### src/rtl/fifo_wr_arbiter.sv
// Round-robin arbiter for the write port of the asynchronous FIFO.
// Locks the write port to one requester for a whole packet so packets stay
// contiguous in the FIFO. A one-entry output register drives the FIFO write
// port and holds its beat while the FIFO is full.
//
// Ports:
//   clk, reset           write-domain clock, synchronous active-high reset
//   req/req_data/req_last per-requester beat valid, data (WIDTH per slot), end-of-packet
//   gnt                  per-requester ready; a beat moves on req[i] && gnt[i]
//   fifo_full            FIFO full flag
//   fifo_w_data/_enable  FIFO write port (registered)
//   active_id, busy      current owner and lock status
//   err_overlen          one-cycle pulse when a packet is cut at MAX_PKT beats
module fifo_wr_arbiter #(
  parameter int unsigned WIDTH   = 8,
  parameter int unsigned NUM_REQ = 4,
  parameter int unsigned MAX_PKT = 16,
  localparam int unsigned IDW    = $clog2(NUM_REQ)
) (
  input  logic                       clk,
  input  logic                       reset,
  input  logic [NUM_REQ-1:0]         req,
  input  logic [NUM_REQ*WIDTH-1:0]   req_data,
  input  logic [NUM_REQ-1:0]         req_last,
  output logic [NUM_REQ-1:0]         gnt,
  input  logic                       fifo_full,
  output logic [WIDTH-1:0]           fifo_w_data,
  output logic                       fifo_w_enable,
  output logic [IDW-1:0]             active_id,
  output logic                       busy,
  output logic                       err_overlen
);

  localparam int unsigned CW = $clog2(MAX_PKT + 1);

  typedef enum logic {StIdle, StLock} state_e;

  state_e           state_q, state_d;
  logic [IDW-1:0]   owner_q, owner_d;
  logic [IDW-1:0]   last_owner_q, last_owner_d;
  logic [CW-1:0]    beat_cnt_q, beat_cnt_d;
  logic             out_valid_q, out_valid_d;
  logic [WIDTH-1:0] data_q, data_d;
  logic             err_q, err_d;

  logic [WIDTH-1:0] req_data_arr [NUM_REQ];
  logic             slot_free;
  logic             accept;
  logic             at_max;

  for (genvar g = 0; g < NUM_REQ; g++) begin : g_unpack
    assign req_data_arr[g] = req_data[g*WIDTH +: WIDTH];
  end

  // First set requester after 'last', wrapping; scanning downward lets the
  // nearest candidate overwrite farther ones.
  function automatic logic [IDW-1:0] rr_pick(input logic [NUM_REQ-1:0] r,
                                             input logic [IDW-1:0]     last);
    logic [IDW-1:0] p;
    p = last;
    for (int i = NUM_REQ; i >= 1; i--) begin
      if (r[(int'(last) + i) % NUM_REQ]) p = IDW'((int'(last) + i) % NUM_REQ);
    end
    return p;
  endfunction

  // The output slot can take a beat if empty or draining this cycle.
  assign slot_free = !out_valid_q || !fifo_full;
  assign accept    = (state_q == StLock) && slot_free && req[owner_q];
  assign at_max    = (beat_cnt_q == CW'(MAX_PKT - 1));

  always_comb begin
    gnt = '0;
    if (state_q == StLock) gnt[owner_q] = slot_free;
  end

  always_comb begin
    state_d      = state_q;
    owner_d      = owner_q;
    last_owner_d = last_owner_q;
    beat_cnt_d   = beat_cnt_q;
    out_valid_d  = out_valid_q && fifo_full;
    data_d       = data_q;
    err_d        = 1'b0;
    unique case (state_q)
      StIdle: begin
        if (|req) begin
          owner_d    = rr_pick(req, last_owner_q);
          beat_cnt_d = '0;
          state_d    = StLock;
        end
      end
      StLock: begin
        if (accept) begin
          out_valid_d = 1'b1;
          data_d      = req_data_arr[owner_q];
          beat_cnt_d  = beat_cnt_q + CW'(1);
          if (req_last[owner_q] || at_max) begin
            state_d      = StIdle;
            last_owner_d = owner_q;
            // A genuine last beat landing exactly on MAX_PKT is not an error.
            err_d        = !req_last[owner_q];
          end
        end
      end
      default: state_d = StIdle;
    endcase
  end

  always_ff @(posedge clk) begin
    if (reset) begin
      state_q      <= StIdle;
      owner_q      <= '0;
      last_owner_q <= IDW'(NUM_REQ - 1);
      beat_cnt_q   <= '0;
      out_valid_q  <= 1'b0;
      data_q       <= '0;
      err_q        <= 1'b0;
    end else begin
      state_q      <= state_d;
      owner_q      <= owner_d;
      last_owner_q <= last_owner_d;
      beat_cnt_q   <= beat_cnt_d;
      out_valid_q  <= out_valid_d;
      data_q       <= data_d;
      err_q        <= err_d;
    end
  end

  assign fifo_w_data   = data_q;
  assign fifo_w_enable = out_valid_q;
  assign active_id     = owner_q;
  assign busy          = (state_q == StLock);
  assign err_overlen   = err_q;

endmodule

### config.mk
export PLATFORM = sky130hd
export DESIGN_NAME = fifo_wr_arbiter
export DESIGN_NICKNAME = d
export VERILOG_FILES = /design/src/rtl/fifo_wr_arbiter.sv
export SDC_FILE = /design/constraint.sdc
export NUM_CORES = 1
export LEC_CHECK = 0
export ABC_CLOCK_PERIOD_IN_PS = 3700
export CORE_ASPECT_RATIO = 0.6
export CORE_UTILIZATION = 30
export CTS_CLUSTER_DIAMETER = 150
export DETAILED_ROUTE_END_ITERATION = 12
export PLACE_DENSITY_LB_ADDON = 0.05
export SETUP_SLACK_MARGIN = 0.15
export SLEW_MARGIN = 20
export SYNTH_ARGS = -nofsm -noshare
export SYNTH_HDL_FRONTEND = slang
export SYNTH_SLANG_ARGS = --single-unit
### constraint.sdc
create_clock -name clk -period 3.7 [get_ports clk]
set_input_delay 0.74 -clock clk [delete_from_list [all_inputs] [get_ports clk]]
set_output_delay 0.74 -clock clk [all_outputs]
set_load 0.02 [all_outputs]
==> flow_summary.yaml, run 1 <==
clock_tree:
  cts_root_buf: "clkbuf_8"
  cts_max_level: 1
  clk_pin_slew_ns: 0.07
  clkSinkCount: 20
  cts_hold_buf: 0
  clock_path_buffers: 2
  clock_latency_ns: 0.26
  post_cts_resized: 0
  numCtsBuffers: 3
  post_cts_buffers: 0
  cts_tree: "built"
logic_synthesis:
  yosysTopAreaCell: "dfxtp_1"
  synth_seq_cells: 20
  ys_warn_count: 0
  synth.distinct_cells: 36
  synth_commonest_cells: "nand2_1 (22), dfxtp_1 (20), a21oi_1 (16), nor2_1 (7)"
  post_synth_and_or_nand_nor_area_fraction_pct: 22.0
  synthArstFlopShare_pct: 0
  post_synth.cell_area_avg_um2: 9.36
  post-synth-top-count-cell: "nand2_1"
  ys_seq_area_share_pct: 33.2
  ys_top_cells_by_area: "dfxtp_1 (33%), mux4_1 (11%), mux4_2 (9.3%)"
  synthXorXnorAreaFrac_pct: 1.45
  muxShareOfSynthArea_pct: 22.9
  synth_compound_area_share_pct: 12.5
  synth-edff-count: 0
  synth_top_area_share_pct: 33.2
  yosys_most_used_dff: "dfxtp_1"
  netlist_area_um2: 1210
  synth_nets: 174
  synth_top_family_by_area: "multiplexers"
  syn-instance-count: 129
  synth_adder_area_share_pct: 2.07
die:
  rows: 17
  pin_count: 60
  dieArea_um2: 4290
  die_y_um: 51.1
  start_util_pct: 32.1
  die_w_um: 83.9
  core_um2: 3760
critical_path:
  required_ns: 2.96
  regToRegSetupSlack_ns: 1.59
  arrival_ns: 2.37
  worst-setup-path-type: "input port to output pin"
  reg2regPathDepth: 5
  r2r-start: "active_id[0]"
  end_kind: "output pin"
  regToRegEndpoint: "beat_cnt_q[0]"
  cp-start-kind: "input port"
  crit_fanout: 7
flow_run:
  maxCapViolations: 0
global_route:
  grt_max_degree: 22
  grt.overflow.total: 0
  grt_pass1_vias: 1113
  track_usage_pct: 16.6
  grt_pass1_wl_mm: 5.47
  antenna_found_initial: 0
detailed_routing:
  antenna_left: 0
  routedWlPerCell_um: 14.6
  avgViaCountPerCell: 5.22
  wl_mm: 3.38
  drtIter0Drc: 56
  drt_pre_antenna_iters: 8
  drc: 5
  num_vias: 1205
sta:
  slew_headroom_pct: 43.7
  max_slew.worst_pin.slew_ns: 0.841
  fin_crit_ns: 3.11
  fmax_mhz: 322
  setup-tns-final_ns: 0
  rsz0062_at_grt: "no"
  final.setup.worst_slack_ns: 0.592
  finalMaxSlewViolations: 0
  final_hold_viol_count: 0
  timing.final.crit_share_pct: 84.0
  finalSetupViolations: 0
  finClkSkew_ns: 0.00465
placed_design:
  portBuffers: 59
  dpl.hpwl_mm: 2.62
  gp_congestion: 0.728
  dp_slack_ns: 0.588
min_path:
  min_to: "fifo_w_data[3]"
  holdPathStages: 2
  hp-start: "fifo_w_data[3]"
  min_path_type: "register to register"
final_layout:
  area_growth_pct: 55.6
  antenna_cells: 0
  fin_nets: 230
  drive_gt1_share_pct: 9.24
power_and_ir_drop:
  p_per_area_nw_per_um2: 350
  ir_worst_vdd_v: 0.000145
  p_leak_nw: 0.688
status:
  violations: "DRC"
  outcome: "finished, violations left"
==> placed cells by master, fill, tap and decap left out, types with 2 or more instances in the layout <==
master,Yosys,routed
inv_1,2,2
mux4_2,5,5
clkdlybuf4s50_1,0,59
nor4_1,2,2
mux2_2,2,2
clkbuf_8,0,3
a21oi_1,16,16
nor3_1,5,5
mux4_1,5,5
nand3_1,4,4
o211ai_1,2,2
and3_1,3,3
ha_1,2,2
nand2b_1,2,2
o21ai_0,3,3
nand2_1,22,22
dfxtp_1,20,20
xor2_1,2,2
buf_4,0,2
nor2_1,7,7
nor3b_1,2,2
==> where the power goes <==
part | leakage, nW | internal [mW] | total [mW] | switching, mW
Clock | 0.0357 | 0.144 | 0.219 | 0.0747
Sequential | 0.163 | 0.229 | 0.243 | 0.0141
Combinational | 0.489 | 0.109 | 0.196 | 0.0867
Total | 0.688 | 0.483 | 0.658 | 0.175
==> how the worst max path moves through the flow <==
stage          cells after the start  endpoint  slack [ns]         start
5_1_grt                            4    gnt[3]        0.50     fifo_full
6_report                           4    gnt[3]        0.59     fifo_full
3_5_place_dp                       4    gnt[3]        0.59     fifo_full
3_3_place_gp                       4    gnt[3]        0.61     fifo_full
2_1_floorplan                      3    gnt[2]        1.45  active_id[1]
4_1_cts                            4    gnt[3]        0.59     fifo_full
==> layer usage <==
| layer | track usage (%) | routed length [µm] | vias to the layer above |
|---|---|---|---|
| li1 | - | - | 580 |
| met1 | 21.2 | 1480 | 554 |
| met2 | 28.3 | 1550 | 67 |
| met3 | 5.65 | 328 | 4 |
| met4 | 1.72 | 28 | 0 |
| met5 | 0 | 0 | - |
==> logic make-up after synthesis <==
logic type                 after synthesis
and+or+nand+nor                         54
buffers and inverters                   12
adders and majority gates                2
AOI/OAI and AO/OA                       26
xor gates and xnor gates                 2
DFF                                     20
muxes                                   13
==> metrics by stage <==
stage	hold slack [ns]	cells	area, µm²	util [%]	power (mW)
floorplan	0.448	129	1210	-	0.357
finish	0.453	231	1880	49.9	0.658
detailed placement	0.448	227	1810	48.0	0.445
global route	0.479	231	1880	49.9	0.695
CTS	0.459	231	1880	49.9	0.666
global placement	0.443	227	1810	48.0	0.440
==> cell type report <==
type | count | area, µm²
Inverter | 2 | 7.51
Multi-Input combinational cell | 97 | 736
Clock inverter | 1 | 30.0
Timing Repair Buffer | 61 | 606
Fill cell | 365 | 1890
Clock buffer | 3 | 41.3
Tap cell | 47 | 58.8
Sequential cell | 20 | 400
==> state kept, by name, indices dropped and copies added, names as in the netlist <==
register	cells
active_id	2
beat_cnt_q	5
busy	1
err_overlen	1
fifo_w_data	8
fifo_w_enable	1
last_owner_q	2
==> critical path, cell delays in order <==
cell and delay (ns):
clkdlybuf4s50_1 0.42, a21boi_1 0.39, and3_1 0.22, clkdlybuf4s50_1 0.60
Power figures use the tool's default switching activity.
==> run 2, diff against run 1 <==
--- a/config.mk
+++ b/config.mk
@@ -5,7 +5,7 @@
 export SDC_FILE = /design/constraint.sdc
 export NUM_CORES = 1
 export LEC_CHECK = 0
-export ABC_CLOCK_PERIOD_IN_PS = 3700
+export ABC_CLOCK_PERIOD_IN_PS = 2700
 export CORE_ASPECT_RATIO = 0.6
 export CORE_UTILIZATION = 30
 export CTS_CLUSTER_DIAMETER = 150
==> constraint.sdc (replaced) <==
create_clock -name clk -period 2.7 [get_ports clk]
set_input_delay 0.54 -clock clk [delete_from_list [all_inputs] [get_ports clk]]
set_output_delay 0.54 -clock clk [all_outputs]
set_load 0.02 [all_outputs]
==> run 2 against run 1 <==
The flow still finishes with violations (DRC). Register-to-register slack lost 0.91 ns. Largest cell class unchanged. Critical endpoint unchanged. Global-route usage grew 0.61 points. Final cell count grew 1.3%. Sequential cell count is the same. Highest routed layer unchanged. Sequential power grew 41%.
==> flow_summary.yaml, run 2 (synthesis gave the netlist of run 1 again) <==
status:
  outcome: "finished, violations left"
  violations: "DRC"
final_layout:
  largest_reg_flops: 8
  final_cell_mix: "clkdlybuf4s50_1 (56), nand2_1 (22), dfxtp_1 (20), a21oi_1 (16), nor2_1 (7)"
  register_area_um2: 400
  final_area_um2: 1910
  final_common_cell: "clkdlybuf4s50_1"
  fin_nets: 233
  fillerInstances: 335
  area_growth_pct: 57.8
  multiInputGateArea_um2: 736
  drive_gt1_share_pct: 10.7
  antenna_cells: 0
power_and_ir_drop:
  switchingPower_mw: 0.245
  internal_power_mw: 0.666
  ir_worst_vdd_v: 0.000199
  power.total_mw: 0.910
  p_leak_nw: 0.739
  power.clock.fraction_pct: 33.8
  p_per_area_nw_per_um2: 478
  seqPwrFrac_pct: 37.5
  combPwrFrac_pct: 28.7
  switching_share_pct: 26.9
detailed_routing:
  avgViaCountPerCell: 5.19
  drt_pre_antenna_iters: 8
  drc: 5
  wl_mm: 3.32
  num_vias: 1214
  drtIter0Drc: 66
  antenna_left: 0
  routedWlPerCell_um: 14.2
sta:
  finClkSkew_ns: 0.00403
  final_hold_viol_count: 0
  timing.final.crit_share_pct: 92.6
  finalMaxSlewViolations: 0
  rsz0062_at_grt: "no"
  fmax_mhz: 400
  max_slew.worst_pin.slew_ns: 0.610
  slew_headroom_pct: 59.3
  finalSetupViolations: 0
  fin_crit_ns: 2.50
  setup-tns-final_ns: 0
critical_path:
  regToRegSetupSlack_ns: 0.68
  cp-start-kind: "input port"
  crit_start: "fifo_full"
  worst-setup-path-type: "input port to output pin"
  regToRegEndpoint: "beat_cnt_q[1]"
  reg2regPathDepth: 4
  cp-endpoint: "gnt[3]"
  arrival_ns: 1.96
  required_ns: 2.16
  r2r-start: "active_id[0]"
  crit_fanout: 3
  end_kind: "output pin"
die:
  core_um2: 3760
  start_util_pct: 32.1
  dieArea_um2: 4290
  rows: 17
  pin_count: 60
  die_y_um: 51.1
  die_w_um: 83.9
clock_tree:
  clock_path_buffers: 2
  clock_latency_ns: 0.27
  clk_pin_slew_ns: 0.08
  clkSinkCount: 20
  cts_hold_buf: 0
  cts_tree: "built"
  cts_max_level: 1
  numCtsBuffers: 3
  cts_root_buf: "clkbuf_8"
  post_cts_buffers: 0
min_path:
  min_path_type: "register to register"
  holdPathStages: 2
flow_run:
  maxCapViolations: 0
global_route:
  grt.overflow.total: 0
  grt_pass1_wl_mm: 5.64
  grt_pass1_vias: 1135
  track_usage_pct: 17.2
  antenna_found_initial: 0
  grt_max_degree: 15
placed_design:
  dpl.hpwl_mm: 2.59
  gp_congestion: 0.792
  portBuffers: 59
  place_area_um2: 1830
-- run 2: worst min path at each step --
stage	startpoint	endpoint	slack (ns)
after CTS	fifo_w_data[3]	fifo_w_data[3]	0.46
after detailed placement	fifo_w_data[3]	fifo_w_data[3]	0.45
after global routing	fifo_w_data[7]	fifo_w_data[7]	0.49
final	fifo_w_data[1]	fifo_w_data[1]	0.46
after global placement	fifo_w_data[7]	fifo_w_data[7]	0.44
after floorplan	beat_cnt_q[4]	beat_cnt_q[4]	0.45
-- run 2: cell type report --
cell class | count | area share (%)
inverter | 2 | 0.394
clock inverter | 1 | 1.58
multi-input combinational | 97 | 38.6
timing repair buffer | 64 | 33.2
sequential | 20 | 21.0
tap | 47 | 3.09
clock buffer | 3 | 2.17
-- run 2: timing repair --
action,in CTS,in global routing
endpoints found under the setup margin,1,2
hold endpoints to repair,0,0
resized for setup,1,2
-- run 2: power by group through the flow --
stage	Sequential (mW)	Clock, mW	Combinational [mW]
6_report	0.342	0.307	0.261
5_1_grt	0.348	0.328	0.286
4_1_cts	0.342	0.312	0.264
3_5_place_dp	0.349	0	0.264
3_3_place_gp	0.348	0	0.261
2_1_floorplan	0.350	0	0.139
-- run 2: per-stage QoR --
stage	util [%]	worst slack (ns)	std cells	hold slack, ns
2_1_floorplan	-	0.652	129	0.448
3_3_place_gp	48.6	0.222	230	0.443
3_5_place_dp	48.6	0.145	230	0.449
4_1_cts	50.5	0.184	234	0.461
5_1_grt	50.6	0.166	234	0.486
6_report	50.6	0.199	234	0.456
-- run 2: layer usage --
metal	vias up	share of wire, %	routed length (µm)	global-route usage [%]
li1	590	-	-	-
met1	574	47	1550	22.1
met2	45	46	1520	29.1
met3	5	6.9	229	5.49
met4	0	0.57	19	2.59
met5	-	0	0	0
-- run 2: critical path, cell delays in order --
cell	delay, ns
clkdlybuf4s50_1	0.42
a21boi_1	0.21
and3_1	0.19
clkdlybuf4s50_1	0.60
==> run 3, diff against run 2 <==
--- a/config.mk
+++ b/config.mk
@@ -7,6 +7,7 @@
 export LEC_CHECK = 0
 export ABC_CLOCK_PERIOD_IN_PS = 2700
 export CORE_ASPECT_RATIO = 0.6
+export CORE_MARGIN = 1
 export CORE_UTILIZATION = 30
 export CTS_CLUSTER_DIAMETER = 150
 export DETAILED_ROUTE_END_ITERATION = 12
==> results of run 3 <==
Final layout, timing and power as in run 2 (identical DEF).
